[src/rtl/mips_irq_ctl.sv]
// Interrupt controller: rising-edge capture into pending bits, fixed-priority
// selection, and a req/ack/done handshake presenting the handler address.
module mips_irq_ctl #(
  parameter int N_SRC  = 3,
  parameter int ADDR_W = 32,
  parameter int SEL_W  = 2
) (
  input  logic              clk,
  input  logic              rst,
  input  logic [N_SRC-1:0]  src_req,
  input  logic [N_SRC-1:0]  src_en,
  input  logic              global_en,
  input  logic              vec_wr,
  input  logic [SEL_W-1:0]  vec_sel,
  input  logic [ADDR_W-1:0] vec_din,
  input  logic              irq_ack,
  input  logic              irq_done,
  output logic              irq_req_o,
  output logic [ADDR_W-1:0] irq_addr_o,
  output logic [SEL_W-1:0]  irq_id_o,
  output logic [N_SRC-1:0]  pend_o,
  output logic              busy_o
);

  typedef enum logic [1:0] {IDLE, REQ, SVC} state_t;

  state_t            state_reg, state_next;
  logic [N_SRC-1:0]  src_d_reg, pend_reg, pend_next;
  logic [N_SRC-1:0]  rise, clr, eligible;
  logic [ADDR_W-1:0] vec_reg [N_SRC];
  logic              irq_req_reg, irq_req_next;
  logic [ADDR_W-1:0] irq_addr_reg, irq_addr_next;
  logic [SEL_W-1:0]  irq_id_reg, irq_id_next;
  logic [SEL_W-1:0]  win_id;
  logic [ADDR_W-1:0] win_addr;
  logic              held_elig;

  assign rise     = src_req & ~src_d_reg;
  assign eligible = global_en ? (pend_reg & src_en) : '0;
  // A fresh edge in the acknowledge cycle re-arms the source (set wins).
  assign pend_next = (pend_reg & ~clr) | rise;

  genvar gi;
  generate
    for (gi = 0; gi < N_SRC; gi++) begin : g_src
      assign clr[gi] = (state_reg == REQ) && irq_ack && (irq_id_reg == SEL_W'(gi));

      always_ff @(posedge clk or negedge rst) begin
        if (!rst) begin
          vec_reg[gi] <= '0;
        end else if (vec_wr && (vec_sel == SEL_W'(gi))) begin
          vec_reg[gi] <= vec_din;
        end
      end
    end
  endgenerate

  always_comb begin
    win_id    = '0;
    win_addr  = '0;
    held_elig = 1'b0;
    for (int i = N_SRC - 1; i >= 0; i--) begin
      if (eligible[i]) begin
        win_id   = SEL_W'(i);
        win_addr = vec_reg[i];
      end
    end
    for (int i = 0; i < N_SRC; i++) begin
      if (irq_id_reg == SEL_W'(i)) held_elig = eligible[i];
    end
  end

  always_comb begin
    state_next    = state_reg;
    irq_req_next  = irq_req_reg;
    irq_addr_next = irq_addr_reg;
    irq_id_next   = irq_id_reg;
    case (state_reg)
      IDLE: begin
        if (|eligible) begin
          state_next    = REQ;
          irq_req_next  = 1'b1;
          irq_id_next   = win_id;
          irq_addr_next = win_addr;
        end
      end
      REQ: begin
        // Ack takes precedence over done and over an enable drop.
        if (irq_ack) begin
          state_next   = SVC;
          irq_req_next = 1'b0;
        end else if (!held_elig) begin
          state_next   = IDLE;
          irq_req_next = 1'b0;
        end
      end
      SVC: begin
        if (irq_done) state_next = IDLE;
      end
      default: begin
        state_next   = IDLE;
        irq_req_next = 1'b0;
      end
    endcase
  end

  always_ff @(posedge clk or negedge rst) begin
    if (!rst) begin
      state_reg    <= IDLE;
      src_d_reg    <= '0;
      pend_reg     <= '0;
      irq_req_reg  <= 1'b0;
      irq_addr_reg <= '0;
      irq_id_reg   <= '0;
    end else begin
      state_reg    <= state_next;
      src_d_reg    <= src_req;
      pend_reg     <= pend_next;
      irq_req_reg  <= irq_req_next;
      irq_addr_reg <= irq_addr_next;
      irq_id_reg   <= irq_id_next;
    end
  end

  assign irq_req_o  = irq_req_reg;
  assign irq_addr_o = irq_addr_reg;
  assign irq_id_o   = irq_id_reg;
  assign pend_o     = pend_reg;
  assign busy_o     = (state_reg != IDLE);

endmodule

[config.mk]
export PLATFORM = sky130hd
export DESIGN_NAME = mips_irq_ctl
export DESIGN_NICKNAME = d
export VERILOG_FILES = /design/src/rtl/mips_irq_ctl.sv
export SDC_FILE = /design/constraint.sdc
export NUM_CORES = 1
export LEC_CHECK = 0
export BUFFER_PORTS_ARGS = -buffer_cell sky130_fd_sc_hd__clkbuf_2
export CORE_MARGIN = 2
export CORE_UTILIZATION = 53
export DETAILED_ROUTE_END_ITERATION = 8
export PLACE_DENSITY = 0.86
export SLEW_MARGIN = 25
export SYNTH_ARGS = -nofsm -noshare
export SYNTH_HDL_FRONTEND = slang
export SYNTH_SLANG_ARGS = --single-unit
export TNS_END_PERCENT = 1
[constraint.sdc]
create_clock -name clk -period 1.75 [get_ports clk]
set_input_delay 0.175 -clock clk [delete_from_list [all_inputs] [get_ports clk]]
set_output_delay 0.175 -clock clk [all_outputs]
set_load 0.05 [all_outputs]
======== Word level (Yosys, flattened, before mapping) ========
Cells that the tools add are included.
word-level totals
  register bits after elaboration ......... 139
  bits of input ports ..................... 46
  output and inout bits ................... 39
  word-level logic and storage cells ...... 59
cells by class
  eq/ne operators ......................... 9
  muxes and demuxes ....................... 19
  bitwise logic cells ..................... 7
  reductions and logical operators ........ 15
operator list
  operator                                             number
  2-to-1 mux 32 bit                                    3
  2-to-1 mux 2 bit                                     7
  bitwise AND 3 bit                                    3
  logical AND 1 bit                                    7
  equality test 2 x 1 -> 1 bit, second input constant  3
  equality test 2 bit, second input constant           3
  logical NOT 2 bit                                    3
  2-to-1 mux 1 bit                                     6
  inverter 3 bit                                       2
  one-hot mux 2 bit (3 select lines)                   1
  AND reduction 3 bit                                  2
  != test 2 bit, second input constant                 2
  2-to-1 mux 3 bit                                     1
  != test 3 bit, second input constant                 1
  OR 3 bit                                             1
  one-hot mux 1 bit (3 select lines)                   1
  OR reduction 3 bit                                   1
  AND reduction 2 bit                                  1
  nonzero test 2 bit                                   1
  inverter 1 bit                                       1

======== Longest topological paths before layout ========
Gate-level depths: netlist (run 1).
  word-level depth ........................ 8
  depth in mapped cells ................... 5
  depth with buffers taken out ............ 4

======== Worst setup path before layout (run 1) ========
Ideal clock, no wire load.
  path type ............................... flip-flop to flip-flop
  from .................................... reg pend_reg[0], in the netlist pend_o[0]
  to ...................................... reg irq_addr_reg[10], in the netlist irq_addr_o[10]
  arrival ................................. 1.524 ns
  data required time ...................... 1.620 ns
  path slack .............................. 0.095 ns
  cell stages (with the launch flop) ...... 6
  buffers on the path ..................... 2
  clock period less this slack ............ 1.655 ns
  path through ............................ dfrtp_1 and3_1 buf_2 buf_6 a222oi_1 a21oi_1
between the ends
  longest elaborated chain between the ends .. 4
RTL lines
  item                                  RTL line  RTL
  start: declaration                    28        logic [N_SRC-1:0] src_d_reg, pend_reg, pend_next;
  start signal: assignment              118       pend_reg <= pend_next;
  bitwise AND 3 bit *                   39        assign eligible = global_en ? (pend_reg & src_en) : '0;
  2-to-1 mux 3 bit *                    39
  OR reduction 3 bit                    80        if (|eligible) begin
  AND reduction 2 bit (no source line)  n/a
  end signal: assignment                120       irq_addr_reg <= irq_addr_next;
  end: declaration                      32        logic [ADDR_W-1:0] irq_addr_reg, irq_addr_next;
Every way passes the cells marked *; elsewhere a longest branch is shown, timed or not.
A chain may end at the register's enable or synchronous reset.

======== Final worst setup path (run 1) ========
  from .................................... reg state_reg[1]
  to ...................................... out busy_o
between the ends
  longest elaborated chain between the ends .. 1
RTL lines
  item                      RTL line  RTL
  start: declaration        27        state_t state_reg, state_next;
  start signal: assignment  116       state_reg <= state_next;
  nonzero test 2 bit        129       assign busy_o = (state_reg != IDLE);
  end: declaration          22        output logic busy_o
Every way passes these cells.

==> key figures, run 1 <==
Run
  – Max cap viols: 0

Global routing
  – Total congestion overflow: 0
  – Largest net degree at the start of global routing: 68
  – Vias in the first global route: 4042
  – Total Routing Usage GR: 23.16%
  – Initial antenna violation count: 0
  – First-pass GRT wire length: 20130 µm

Floorplanning
  – I/O Pins: 85
  – Die H: 106.5 µm
  – Row cnt: 37
  – Die area: 11350 µm²
  – Std-Cell Core Area: 10280 µm²
  – Initial Util: 54.22%
  – Die width: 106.5 µm

Finish
  – Final instance area: 7203 µm²
  – Max reg flops: 96
  – Area growth, synth to finish: 29.25%
  – Share of layout cells above drive strength 1: 42.62%
  – Number of nets in the layout: 575
  – ANT cells: 0
  – Fill cells: 698

Placement
  – Count of input and output buffers: 84
  – Gp weighted congestion: 0.8789
  – DP HPWL: 7538 µm
  – Placed Area: 6215 µm²

Yosys
  – Post-Syn Instances: 398
  – Main combinational cell family by area after synthesis: multiplexers
  – Syn Nets: 444
  – Post-synth top cells: dfrtp_1, mux2_2, nor2_1, a21oi_1, a222oi_1
  – Post-Synth Simple-Gate Area: 4.311%
  – Synth Area in Compound Gates: 10.35%
  – Syn Std Cell Area: 5573 µm²
  – Synth cell types: 24
  – Register bit count reported by yosys: 139
  – Main flop type after synthesis: dfrtp_1
  – Xor and xnor fraction of the mapped netlist area: 0%
  – Multiplexer share of the synthesized area: 19.40%
  – Post-synth EDFFs: 0
  – Post-Synth Adder-Cell Area: 0%
  – Avg Synthesized Cell Area: 14.00 µm²
  – Count leader, synth: dfrtp_1
  – Area contributors post-synth: dfrtp_1, mux2_2, a222oi_1
  – Post-synthesis async set-or-reset flop share: 100.0%
  – Sequential area share after synthesis: 62.42%
  – Synth warn: 0
  – Area share of the largest cell type after synthesis: 62.42%
  – Post-synth top area cell: dfrtp_1

Power and ir drop
  – Cell area power density: 1675 nW/µm²
  – Clock network power share: 29.3%
  – Pint: 7.490 mW
  – Combinational power share: 31.8%
  – Worst vdd ir: 956.2 µV
  – NetSw: 4.572 mW
  – Switching Fraction: 37.91%
  – Seq pwr share: 38.9%
  – Leak: 3.193 nW

Worst hold path
  – Hold Path Class: in -> reg

Timing
  – Worst Skew: 0.004901 ns
  – Final Hold Fails: 0
  – Final period utilization: 95.03%
  – Unrepaired setup endpoints after global routing: no
  – Final setup violation count: 0
  – Fin. max-slew vios: 0
  – Relative slew margins: 64.99%
  – Worst Tran Pin Value: 0.5252 ns
  – Final min period: 1.663 ns
  – Hold Slack: 0.1281 ns
  – Max Fclk: 601.3 MHz
  – Setup TNS: 0 ns

Drt
  – DR WL/cell: 18.56 µm
  – Starting DRT DRC Count: 412
  – Wire length after detailed routing: 12580 µm
  – First-pass DRT Iterations: 6
  – Vias: 3992
  – Number of remaining DRC errors: 0
  – DRT antenna net count: 0
  – Vias per Instance: 5.888

CTS
  – H-tree depth: 4
  – Worst-path clk slew: 0.06 ns
  – TritonCTS buffer count: 17
  – CTS Sinks: 139
  – CTS root buf: clkbuf_8
  – Worst-Skew Late Latency: 0.51 ns
  – CTS tree: yes
  – Clock Path Buffers: 2

Setup path
  – Critical Path RT: 1.57 ns
  – Critical path class: reg -> out
  – Critical-path maximum fanout: 4
  – CP Data Arrival Time: 1.49 ns
  – Crit start category: flop
  – CP Capture Type: output pin

Outcome
  – Status: complete, no violations
critical path, stage by stage, from the launching register on:
cell and delay, ns:
dfrtp_1 0.41, nor2_1 0.18, buf_4 0.16, inv_1 0.03, buf_2 0.20
cells in the final DEF, fill, tap and decap left out:
cell type      Yosys  layout
nand3b_1           3       3
o21ai_0            6       6
and2_1             1       1
clkbuf_16          0      16
a222oi_1          32      32
clkinvlp_4         0       4
nor3b_4            0       1
a21oi_4            0       1
buf_12             0       7
inv_1              6       6
a21oi_1           33      33
dfrtp_1          139     139
dlygate4sd3_1      0      39
and3_1             1       1
buf_2             19       1
nand2_1            3       3
inv_6              0       1
nor2_1            35      35
o31ai_1            2       2
nand3_1            2       2
clkbuf_8           0       2
bufinv_16          0       3
buf_4              0       8
o22ai_1            1       1
buf_6              7       1
mux2_2            96      96
clkbuf_2           0      82
nor2_4             0       1
clkinv_2           0       3
clkinv_4           0       3
nor3b_1            2       2
a31oi_1            2       2
a22o_1             1       1
o211a_2            0       1
nand2b_1           3       3
layer usage:
layer | GRT usage, % | share of wire [%] | wire [µm] | up-vias
li1 | - | - | - | 1759
met1 | 28.58 | 41 | 5190 | 2063
met2 | 39.56 | 52 | 6534 | 155
met3 | 5.947 | 5.9 | 736 | 15
met4 | 8.349 | 0.95 | 120 | 0
met5 | 0 | 0 | 0 | -
power by group through the flow:
stage	sequential [mW]	clock, mW	combinational, mW
after floorplan	6.07	0	1.34
after detailed placement	4.71	0	3.74
final	4.69	3.54	3.84
after global routing	4.77	3.76	4.07
after global placement	4.65	0	3.64
after CTS	4.68	3.61	3.86
layout make-up:
class / count / area [µm²] / share of cell area [%]
sequential: 139 / 3478 / 48.29
inverter: 6 / 22.52 / 0.3127
clock buffer: 18 / 427.9 / 5.941
clock inverter: 14 / 170.2 / 2.362
tap: 136 / 170.2 / 2.362
multi-input combinational: 227 / 1917 / 26.61
timing repair buffer: 138 / 1017 / 14.12
timing repair:
action | 4_1_cts | 5_1_grt
gates resized for setup | 0 | 1
setup endpoints to repair | 0 | 1
hold buffers | 39 | 0
setup buffers | 0 | 0
endpoints found under the hold margin | 161 | 0
path summary, 6_finish.rpt:
path | from | endpoint | slack [ns] | cells past startpoint
setup / recovery | state_reg[1] | busy_o | 0.09 | 4
hold / removal | src_en[1] | irq_id_o[1] | 0.13 | 3
setup reg to reg | pend_o[0] | irq_addr_o[4] | 0.14 | 5
hold reg to reg | src_d_reg[2] | pend_o[2] | 0.43 | 1
max in group asynchronous | rst | vec_reg[2] | 0.92 | 3
min in group asynchronous | rst | state_reg[1] | 0.18 | 2
cell families (layout without fill, tap and decap cells):
logic type | count (synthesis) | after routing
AND/OR/NAND/NOR | 52 | 52
AO/OA/AOI/OAI | 79 | 79
buffers and inverters | 32 | 176
multiplexers | 96 | 96
flip-flops | 139 | 139
stage by stage:
stage               util [%]  instances  power (mW)  setup slack (ns)
finish                 70.09        678       12.06           0.08702
global placement       60.47        607       8.295            0.2787
CTS                    70.09        678       12.15           0.04486
detailed placement     60.47        607       8.460            0.2011
floorplan                  -        398       7.412           0.09524
global route           70.09        678       12.61          0.002358
Note: power is estimated with default switching activity, not from simulation.
==> run 2: changes to the inputs <==
==> constraint.sdc (replaced) <==
create_clock -name clk -period 1.75 [get_ports clk]
set_input_delay 0.35 -clock clk [delete_from_list [all_inputs] [get_ports clk]]
set_output_delay 0.35 -clock clk [all_outputs]
set_load 0.05 [all_outputs]
==> run 2 against run 1 <==
  * The flow now finishes with violations (negative setup slack)
  * First-iteration DRC count is 3.9% higher
  * Critical path depth unchanged
  * Sequential power barely moved
  * Non-clock buffer count shrank 37
==> key figures, run 2 (synthesis results as in run 1) <==
Drt
  – DR WL/cell: 19.40 µm (+4.5%)
  – Starting DRT DRC Count: 428 (+3.9%)
  – Wire length after detailed routing: 12430 µm (-1.2%)
  – First-pass DRT Iterations: 8 (+2)
  – Vias: 3796 (-4.9%)
  – DRT antenna net count: 0 (unchanged)
  – Vias per Instance: 5.922 (+0.58%)
  – Number of remaining DRC errors: 0 (unchanged)

Finish
  – Most common cell after layout, fill and taps aside: dfrtp_1
  – Area growth, synth to finish: 22.88%
  – Final instance area: 6848 µm² (-4.9%)
  – Share of layout cells above drive strength 1: 45.54% (+2.9 points)
  – ANT cells: 0 (unchanged)
  – Max reg flops: 96 (unchanged)
  – Number of nets in the layout: 538 (-6.4%)
  – Commonest cells after routing, fill and taps aside: dfrtp_1, mux2_2, clkbuf_2, nor2_1, a21oi_1
  – Fill cells: 749 (+7.3%)

Worst hold path
  – Min-delay src: irq_done
  – Worst Hold Depth: 4 (+1)
  – Hold Path Class: in -> reg

Setup path
  – Critical R2R Launch: pend_o[1]
  – Critical Path RT: 2.18 ns (+0.61 ns)
  – Crit start category: flop
  – Critical path cell sequence: a22o_1 -> nor2_4 -> a222oi_1 -> a21oi_1
  – CP top delay family: simple AND/OR/NAND/NOR gates
  – Worst Setup SP: pend_o[1]
  – Worst path depth: 4 (unchanged)
  – FF-to-FF path depth: 4 (-1)
  – Buf/Inv on CP: 0 (-3)
  – Max incr delay on CP: 0.71 ns (+0.30 ns)
  – Slowest-stage cell, CP: nor2_4
  – CP Data Arrival Time: 2.33 ns (+0.84 ns)
  – CP Capture Type: flop
  – Critical-path maximum fanout: 32 (+28)
  – Critical path class: reg -> reg

Global routing
  – Total Routing Usage GR: 23.09% (-0.066 points)
  – Total congestion overflow: 0 (unchanged)
  – First-pass GRT wire length: 20040 µm (-0.41%)
  – Initial antenna violation count: 0 (unchanged)
  – Vias in the first global route: 3948 (-2.3%)
  – Largest net degree at the start of global routing: 52 (-24%)

Timing
  – Max Fclk: 526.5 MHz (-12%)
  – Hold Slack: 0.09542 ns (-0.03264 ns)
  – Worst Skew: 0.008489 ns (+0.003588 ns)
  – Worst Tran Pin Value: 0.9195 ns (+0.3943 ns)
  – Final min period: 1.899 ns (+0.2363 ns)
  – Unrepaired setup endpoints after global routing: yes
  – Fin. max-slew vios: 0 (unchanged)
  – Final period utilization: 108.5% (+14 points)
  – Relative slew margins: 38.56% (-26 points)
  – Final Hold Fails: 0 (unchanged)
  – Final setup violation count: 33 (+33)
  – Post-route setup slack: -0.1493 ns (-0.2363 ns)

CTS
  – Worst-Skew Late Latency: 0.51 ns (about the same)
  – CTS tree: yes
  – CTS Sinks: 139 (unchanged)
  – H-tree depth: 4 (unchanged)
  – CTS root buf: clkbuf_8
  – Clock Path Buffers: 2 (unchanged)
  – TritonCTS buffer count: 17 (unchanged)
  – Worst-path clk slew: 0.06 ns (about the same)

Floorplanning
  – I/O Pins: 85 (unchanged)
  – Row cnt: 37 (unchanged)
  – Std-Cell Core Area: 10280 µm² (unchanged)
  – Die width: 106.5 µm (unchanged)
  – Die area: 11350 µm² (unchanged)
  – Initial Util: 54.22% (unchanged)
  – Die H: 106.5 µm (unchanged)

Power and ir drop
  – Clock network power share: 29.0% (-0.3 points)
  – Switching Fraction: 38.32% (+0.41 points)
  – Cell area power density: 1748 nW/µm² (+4.4%)
  – Pint: 7.385 mW (-1.4%)
  – Leak: 3.031 nW (-5.1%)
  – Worst vdd ir: 988.8 µV (+3.4%)
  – Seq pwr share: 38.9% (about the same)
  – NetSw: 4.587 mW (+0.33%)
  – Combinational power share: 32.1% (+0.3 points)
  – Power after layout: 11.97 mW (-0.74%)

Placement
  – Count of input and output buffers: 84 (unchanged)
  – Gp weighted congestion: 0.7925 (-9.8%)
  – DP HPWL: 7560 µm (+0.29%)
  – Placed Area: 6212 µm² (about the same)

Outcome
  – Failing checks: negative setup slack
  – Status: finished, violations left

Run
  – Max cap viols: 0 (unchanged)
==> run 2: cell types whose count changed in the layout (fill, tap and decap cells not counted), sizes merged, moves of 2 or more <==
| cell | delta |
|---|---|
| clkinv | -2 |
| buf | -3 |
| dlygate4sd3 | -35 |
| clkbuf | +2 |
==> run 2: layer usage <==
layer	up-vias	share of wire [%]	track usage (%)
met5	-	0	0
met4	0	0.81	7.978
met3	13	6.3	5.212
met2	152	52	39.70
met1	1960	41	28.90
li1	1671	-	-
==> run 2: stage by stage <==
step                util, %  TNS [ns]  std cells  setup slack, ns
floorplan                 -         0        398          0.09524
global placement      60.45    -1.873        605          -0.1079
detailed placement    60.45    -2.747        605          -0.1554
CTS                   66.63    -1.069        641         -0.09456
global route          66.63    -4.620        641          -0.2129
finish                66.63    -1.938        641          -0.1493
==> run 2: area by class of cell <==
cell class              count  area [µm²]  share of cell area [%]
clock buffers              19       441.7                   6.450
clock inverters            13       142.6                   2.083
inverters                   6       22.52                  0.3289
multi-input cells         227        1919                   28.03
flip-flops and latches    139        3478                   50.79
well taps                 136       170.2                   2.485
repair buffers            101       673.1                   9.830
==> run 2: path summary, 6_finish.rpt <==
kind,to,slack [ns]
setup / recovery,irq_addr_o[1],-0.15
hold / removal,state_reg[1],0.1
setup reg to reg,irq_addr_o[1],-0.15
hold reg to reg,pend_o[1],0.42
max in group asynchronous,irq_addr_o[16],0.83
min in group asynchronous,irq_id_o[1],0.32
==> run 2: worst reg2reg max path, stage by stage (launching register included) <==
cell and delay (ns):
dfrtp_1 0.39, a22o_1 0.27, nor2_4 0.71, a222oi_1 0.24, a21oi_1 0.22
==> run 2: power groups by stage <==
stage	Sequential (mW)	Clock (mW)	Combinational, mW
2_1_floorplan	6.07	0	1.34
3_3_place_gp	4.62	0	3.72
3_5_place_dp	4.68	0	3.82
4_1_cts	4.65	3.51	3.87
5_1_grt	4.75	3.67	4.10
6_report	4.66	3.47	3.85
==> run 2: what timing repair did <==
item | CTS | global route
pin swaps | 15 | 28
gates resized for setup | 3 | 0
buffers inserted | 0 | 0
endpoints found under the setup margin | 33 | 33
endpoints found under the hold margin | 44 | 0
hold buffers | 4 | 0
